### src/rtl/iwTypes.sv
// Shared CDMA/HBM types and constants used by the CDMA command arbiter.
// Holds the id-width rule, the command bundle and the default tag depth.
package iwTypes;

   localparam int HBM_ADDR_BITS = 34;
   localparam int HBM_LEN_BITS  = 28;

   localparam int CDMA_ARB_OUTSTANDING = 8;

   typedef struct packed {
      logic [HBM_ADDR_BITS-1:0] paddr;
      logic [HBM_LEN_BITS-1:0]  len;
   } cdma_cmd_t;

   function automatic int cdma_arb_id_bits(input int n_req);
      return (n_req > 1) ? $clog2(n_req) : 1;
   endfunction

endpackage

### src/rtl/cdma_arb_tag_fifo.sv
// In-order tag FIFO holding the requester id of every issued CDMA command.
// Registered pointers; occupancy count is exported for the issue limit.
module cdma_arb_tag_fifo #(
   parameter int DEPTH = 8,
   parameter int WIDTH = 2
) (
   input  logic                     aclk,
   input  logic                     aresetn,
   input  logic                     push,
   input  logic                     pop,
   input  logic [WIDTH-1:0]         din,
   output logic [WIDTH-1:0]         dout,
   output logic                     empty,
   output logic                     full,
   output logic [$clog2(DEPTH):0]   count
);

   localparam int PW = $clog2(DEPTH);

   logic [WIDTH-1:0] mem [DEPTH];
   logic [PW-1:0]    wr_ptr;
   logic [PW-1:0]    rd_ptr;
   logic             do_push;
   logic             do_pop;

   assign empty   = (count == '0);
   assign full    = (count == (PW+1)'(DEPTH));
   assign do_push = push & ~full;
   assign do_pop  = pop & ~empty;
   assign dout    = mem[rd_ptr];

   always_ff @(posedge aclk) begin
      if (do_push) begin
         mem[wr_ptr] <= din;
      end
   end

   always_ff @(posedge aclk) begin
      if (!aresetn) begin
         wr_ptr <= '0;
         rd_ptr <= '0;
         count  <= '0;
      end else begin
         if (do_push) begin
            wr_ptr <= wr_ptr + 1'b1;
         end
         if (do_pop) begin
            rd_ptr <= rd_ptr + 1'b1;
         end
         unique case ({do_push, do_pop})
            2'b10:   count <= count + 1'b1;
            2'b01:   count <= count - 1'b1;
            default: count <= count;
         endcase
      end
   end

endmodule

### src/rtl/cdma_cmd_arbiter.sv
// Round-robin arbiter sharing one CDMA command channel between requesters.
// Define CDMA_ARB_STATS_EN to add per-requester issue/done counters.
module cdma_cmd_arbiter
   import iwTypes::*;
#(
   parameter int N_REQ       = 4,
   parameter int ADDR_BITS   = HBM_ADDR_BITS,
   parameter int LEN_BITS    = HBM_LEN_BITS,
   parameter int OUTSTANDING = CDMA_ARB_OUTSTANDING
) (
   input  logic                      aclk,
   input  logic                      aresetn,
   input  logic [N_REQ-1:0]          s_valid,
   output logic [N_REQ-1:0]          s_ready,
   input  logic [N_REQ*ADDR_BITS-1:0] s_paddr,
   input  logic [N_REQ*LEN_BITS-1:0] s_len,
   output logic [N_REQ-1:0]          s_done,
   output logic                      m_valid,
   input  logic                      m_ready,
   output logic [ADDR_BITS-1:0]      m_paddr,
   output logic [LEN_BITS-1:0]       m_len,
   input  logic                      m_done,
   output logic                      err_unexp_done
`ifdef CDMA_ARB_STATS_EN
   ,
   output logic [N_REQ*32-1:0]       stat_issued,
   output logic [N_REQ*32-1:0]       stat_done
`endif
);

   localparam int CDMA_ARB_ID_BITS = cdma_arb_id_bits(N_REQ);
   localparam int CW = $clog2(OUTSTANDING) + 1;

   logic [CDMA_ARB_ID_BITS-1:0] last_grant;
   logic [CDMA_ARB_ID_BITS-1:0] winner;
   logic [CDMA_ARB_ID_BITS-1:0] head;
   logic                        req_found;
   logic                        stage_free;
   logic                        grant;
   logic                        pop;
   logic                        fifo_empty;
   logic                        fifo_full;
   logic [CW-1:0]               fifo_count;
   logic                        unused_fifo_full;
   int                          idx;

   assign unused_fifo_full = fifo_full;

   // Search starts one past the previous winner so every requester rotates in.
   always_comb begin
      winner    = last_grant;
      req_found = 1'b0;
      idx       = 0;
      for (int i = 1; i <= N_REQ; i++) begin
         idx = int'(last_grant) + i;
         if (idx >= N_REQ) begin
            idx = idx - N_REQ;
         end
         if (!req_found && s_valid[idx]) begin
            req_found = 1'b1;
            winner    = CDMA_ARB_ID_BITS'(idx);
         end
      end
   end

   assign stage_free = ~m_valid | m_ready;
   assign grant = stage_free & req_found &
                  (fifo_count < CW'(OUTSTANDING));
   assign pop   = m_done & ~fifo_empty;

   always_comb begin
      s_ready = '0;
      if (grant) begin
         s_ready[winner] = 1'b1;
      end
   end

   cdma_arb_tag_fifo #(
      .DEPTH (OUTSTANDING),
      .WIDTH (CDMA_ARB_ID_BITS)
   ) u_tag_fifo (
      .aclk    (aclk),
      .aresetn (aresetn),
      .push    (grant),
      .pop     (pop),
      .din     (winner),
      .dout    (head),
      .empty   (fifo_empty),
      .full    (fifo_full),
      .count   (fifo_count)
   );

   always_ff @(posedge aclk) begin
      if (!aresetn) begin
         m_valid        <= 1'b0;
         m_paddr        <= '0;
         m_len          <= '0;
         last_grant     <= CDMA_ARB_ID_BITS'(N_REQ - 1);
         s_done         <= '0;
         err_unexp_done <= 1'b0;
      end else begin
         if (grant) begin
            m_valid    <= 1'b1;
            m_paddr    <= s_paddr[int'(winner)*ADDR_BITS +: ADDR_BITS];
            m_len      <= s_len[int'(winner)*LEN_BITS +: LEN_BITS];
            last_grant <= winner;
         end else if (m_ready) begin
            m_valid <= 1'b0;
         end
         s_done <= pop ? (N_REQ'(1) << head) : '0;
         if (m_done && fifo_empty) begin
            err_unexp_done <= 1'b1;
         end
      end
   end

`ifdef CDMA_ARB_STATS_EN
   logic [31:0] iss_q  [N_REQ];
   logic [31:0] done_q [N_REQ];

   always_ff @(posedge aclk) begin
      if (!aresetn) begin
         for (int i = 0; i < N_REQ; i++) begin
            iss_q[i]  <= '0;
            done_q[i] <= '0;
         end
      end else begin
         for (int i = 0; i < N_REQ; i++) begin
            if (grant && (winner == CDMA_ARB_ID_BITS'(i))) begin
               iss_q[i] <= iss_q[i] + 1'b1;
            end
            if (pop && (head == CDMA_ARB_ID_BITS'(i))) begin
               done_q[i] <= done_q[i] + 1'b1;
            end
         end
      end
   end

   for (genvar g = 0; g < N_REQ; g++) begin : g_stat
      assign stat_issued[g*32 +: 32] = iss_q[g];
      assign stat_done[g*32 +: 32]   = done_q[g];
   end
`endif

endmodule

### config.mk
export PLATFORM = sky130hd
export DESIGN_NAME = cdma_cmd_arbiter
export DESIGN_NICKNAME = d
export VERILOG_FILES = /design/src/rtl/iwTypes.sv /design/src/rtl/cdma_arb_tag_fifo.sv /design/src/rtl/cdma_cmd_arbiter.sv
export SDC_FILE = /design/constraint.sdc
export NUM_CORES = 1
export LEC_CHECK = 0
export ABC_AREA = 1
export CORE_MARGIN = 3
export CORE_UTILIZATION = 35
export DETAILED_ROUTE_END_ITERATION = 10
export PLACE_DENSITY = 0.72
export SLEW_MARGIN = 30
export SYNTH_ARGS = -nofsm -noshare
export SYNTH_HDL_FRONTEND = slang
export SYNTH_SLANG_ARGS = --single-unit
export TNS_END_PERCENT = 5
### constraint.sdc
create_clock -name aclk -period 2.85 [get_ports aclk]
set_input_delay 0.285 -clock aclk [delete_from_list [all_inputs] [get_ports aclk]]
set_output_delay 0.285 -clock aclk [all_outputs]
set_load 0.02 [all_outputs]
==> flow_summary.toml <==
[outcome]
outcome = "complete, no violations"

[layout]
final_core_util = 0.570
multi_input_area_sq_mm = 0.00357
fin_cells = 1603
final_layout_size_suffix_gt1_frac = 0.0356
num_antenna_cells = 0
fillers = 1746
nets = 1634
layout.area.seq_sq_mm = 0.00215
syn_to_final_growth_pct = 56.3
fin_area_sq_mm = 0.0101

[floorplan]
initial_core_util = 0.365
row_count = 48
core_area_sq_mm = 0.0177
dieHeight_microns = 142
fp.dieW_microns = 142
dieArea_sq_mm = 0.0201
boundaryPins = 328

[setup_path]
slowest_delay_ns = 0.63
slowest_stage = "clkdlybuf4s50_1"
cpMostUsedCell = "nand2_1"
crit_start = "last_grant[0]"
crit_type = "flip-flop to output port"
cp_data_arrival_time_ns = 2.37
endpoint_kind = "output port"
worstPathCellList = "inv_6 > nand2_1 > nand3_1 > nand2_1 > nand3_1 > nand3_2 > inv_1 > nand2_1 > nor2_1 > clkdlybuf4s50_1"
critPathRequiredTime_ns = 2.57
crit_path_start_kind = "flip-flop"
critPathMaxFanout = 8
crit-reg2reg-launch = "last_grant[0]"

[logic_synthesis]
seq_area_frac_synth = 0.333
synth_commonest_cells = "540 x nand2_1, 194 x nand3_1, 86 x inv_1"
synth.avg_cell_area_sq_um = 5.93
synth_edf_count = 16
synth.ff_latch_count = 99
ys_types = 33
synthMuxAreaShare = 0.00155
syn_nets = 1347
yosysWarnings = 0
syn_inst = 1086
synth_top_cell_area_share = 0.315
synthAdderAreaFrac = 0.00971
synth_top_cells_by_area = "nand2_1 31%, dfxtp_1 26%, nand3_1 15%"
synthFlopType = "dfxtp_1"
synth_area_leader_cell = "nand2_1"
synth_top_family_by_area = "simple AND/OR/NAND/NOR gates"
synth.cell_area_sq_mm = 0.00644
yosys.area_share.simple = 0.504
synthXorXnorAreaFrac = 0.00544
synth_compound_area_frac = 0.0324
yosysMostFrequentCell = "nand2_1"
async_reset_ff_frac = 0

[clock_tree]
numCtsBuffers = 9
clk_path_buf_depth = 2
hold_buffers = 0
postCtsSetupRepairBufs = 0
clk_pin_slew_ns = 0.07
clk_latency_ns = 0.34
h-tree-depth = 3
cts_root_buffer = "clkbuf_16"
clock_sinks = 99
cts_tree = "built"

[timing]
hold_viol = 0
finClkSkew_ns = 0.0103
fin_crit_ns = 2.66
setup_tns_ns = 0
max_freq_mhz = 377
rsz0062_at_grt = "false"
setup_violations = 0
hold_slack_ns = 0.439
tightest_slew_ns = 0.742
max_slew_margin = 0.506
setup_slack_ns = 0.194
timing.final.crit_share = 0.932
slew_viol_final = 0

[global_routing]
grt_pass1_wl_microns = 37000
grt_pass1_vias = 7194
antenna_found_initial = 0
grtUsageTotal = 0.228
grt-ovfl-total = 0
grt_max_degree = 104

[drt]
dr_total_vias = 7718
route.detailed.drc = 0
drt-initial-drc-count = 496
wl_microns = 23800
viasPerCell = 4.81
wl_per_cell_microns = 14.8
ant_nets = 0
dr.pass1.iters = 5

[hold_path]
hp-start = "u_tag_fifo.rd_ptr[2]"
hold_class = "flip-flop to flip-flop"

[run]
cap_violations = 0

[place]
placed_area_sq_mm = 0.00978
hpwl_microns = 17400
port_buffers = 327
post-place-ws_ns = 0.140
place_congestion = 0.853
place_inst = 1587

[pwr]
p_per_area_mw_per_mm2 = 1190
vdd_drop_max_uv = 1230
total_power_mw = 12.0
static-leakage-power_nw = 5.05
power by group:
| group | switching (mW) | total (mW) | internal, mW |
|---|---|---|---|
| clock network | 0.565 | 1.17 | 0.601 |
| registers | 0.258 | 2.22 | 1.96 |
| logic | 5.48 | 8.58 | 3.11 |
worst paths after layout:
kind | end | slack, ns | depth (start not counted)
max reg2reg | m_paddr[4] | 0.51 | 15
min | u_tag_fifo.rd_ptr[2] | 0.44 | 1
min reg2reg | u_tag_fifo.rd_ptr[2] | 0.44 | 1
max | s_ready[1] | 0.19 | 10
what timing repair did:
action | 4_1_cts | 5_1_grt
gates resized for setup | 2 | 4
endpoints found under the setup margin | 4 | 3
endpoints found under the hold margin | 0 | 0
registers in the layout (all words and copies together), names as in the netlist, 2 cells and up, named ones only:
| name | count |
|---|---|
| last_grant | 2 |
| m_len | 28 |
| m_paddr | 34 |
| s_done | 4 |
| u_tag_fifo.count | 4 |
| u_tag_fifo.mem | 16 |
| u_tag_fifo.rd_ptr | 3 |
| u_tag_fifo.wr_ptr | 3 |
logic make-up (layout without fill, tap and decap cells):
family / count (synthesis) / count (layout)
buffers and inverters: 158 / 450
AND/OR/NAND/NOR: 782 / 782
flip-flops: 99 / 99
adder cells (fa/ha/maj): 5 / 5
multiplexers: 1 / 1
AO/OA/AOI/OAI: 37 / 37
XOR/XNOR: 4 / 4
area by class of cell:
cell class,count,share of cell area
multi-input combinational,829,0.354
timing repair buffer,345,0.343
sequential,99,0.213
tap,225,0.0280
inverter,89,0.0337
clock inverter,6,0.00472
clock buffer,10,0.0227
cell usage in the layout (no fill, tap or decap), types with 2 or more instances in the layout:
cell type and instances:
inv_1 86, nand2_2 3, inv_2 2, o21ai_0 13
o211ai_1 2, edfxtp_1 16, nand3_1 194, ha_1 5
clkdlybuf4s50_1 323, nand2_1 540, inv_6 3, clkinv_4 2
o32ai_1 3, nor2_1 35, clkbuf_16 9, xor2_1 3
nand2_4 2, buf_4 14, dfxtp_1 81, buf_12 4
dlymetal6s2s_1 2, nand3_2 2, nor2_4 2, a21oi_1 15
worst max-delay path: cells and delay by family (launching register included):
| family | cells | cell delay, ns |
|---|---|---|
| buf+inv | 3 | 0.86 |
| flops | 1 | 0.39 |
| simple gates | 7 | 0.77 |
metal layers:
| layer | part of all wire | track usage | wire [microns] |
|---|---|---|---|
| met4 | 0.022 | 0.0636 | 512 |
| met5 | 0 | 0 | 0 |
| met2 | 0.51 | 0.403 | 12200 |
| met1 | 0.40 | 0.272 | 9410 |
| met3 | 0.071 | 0.0613 | 1690 |
(Power assumes the default switching activity.)
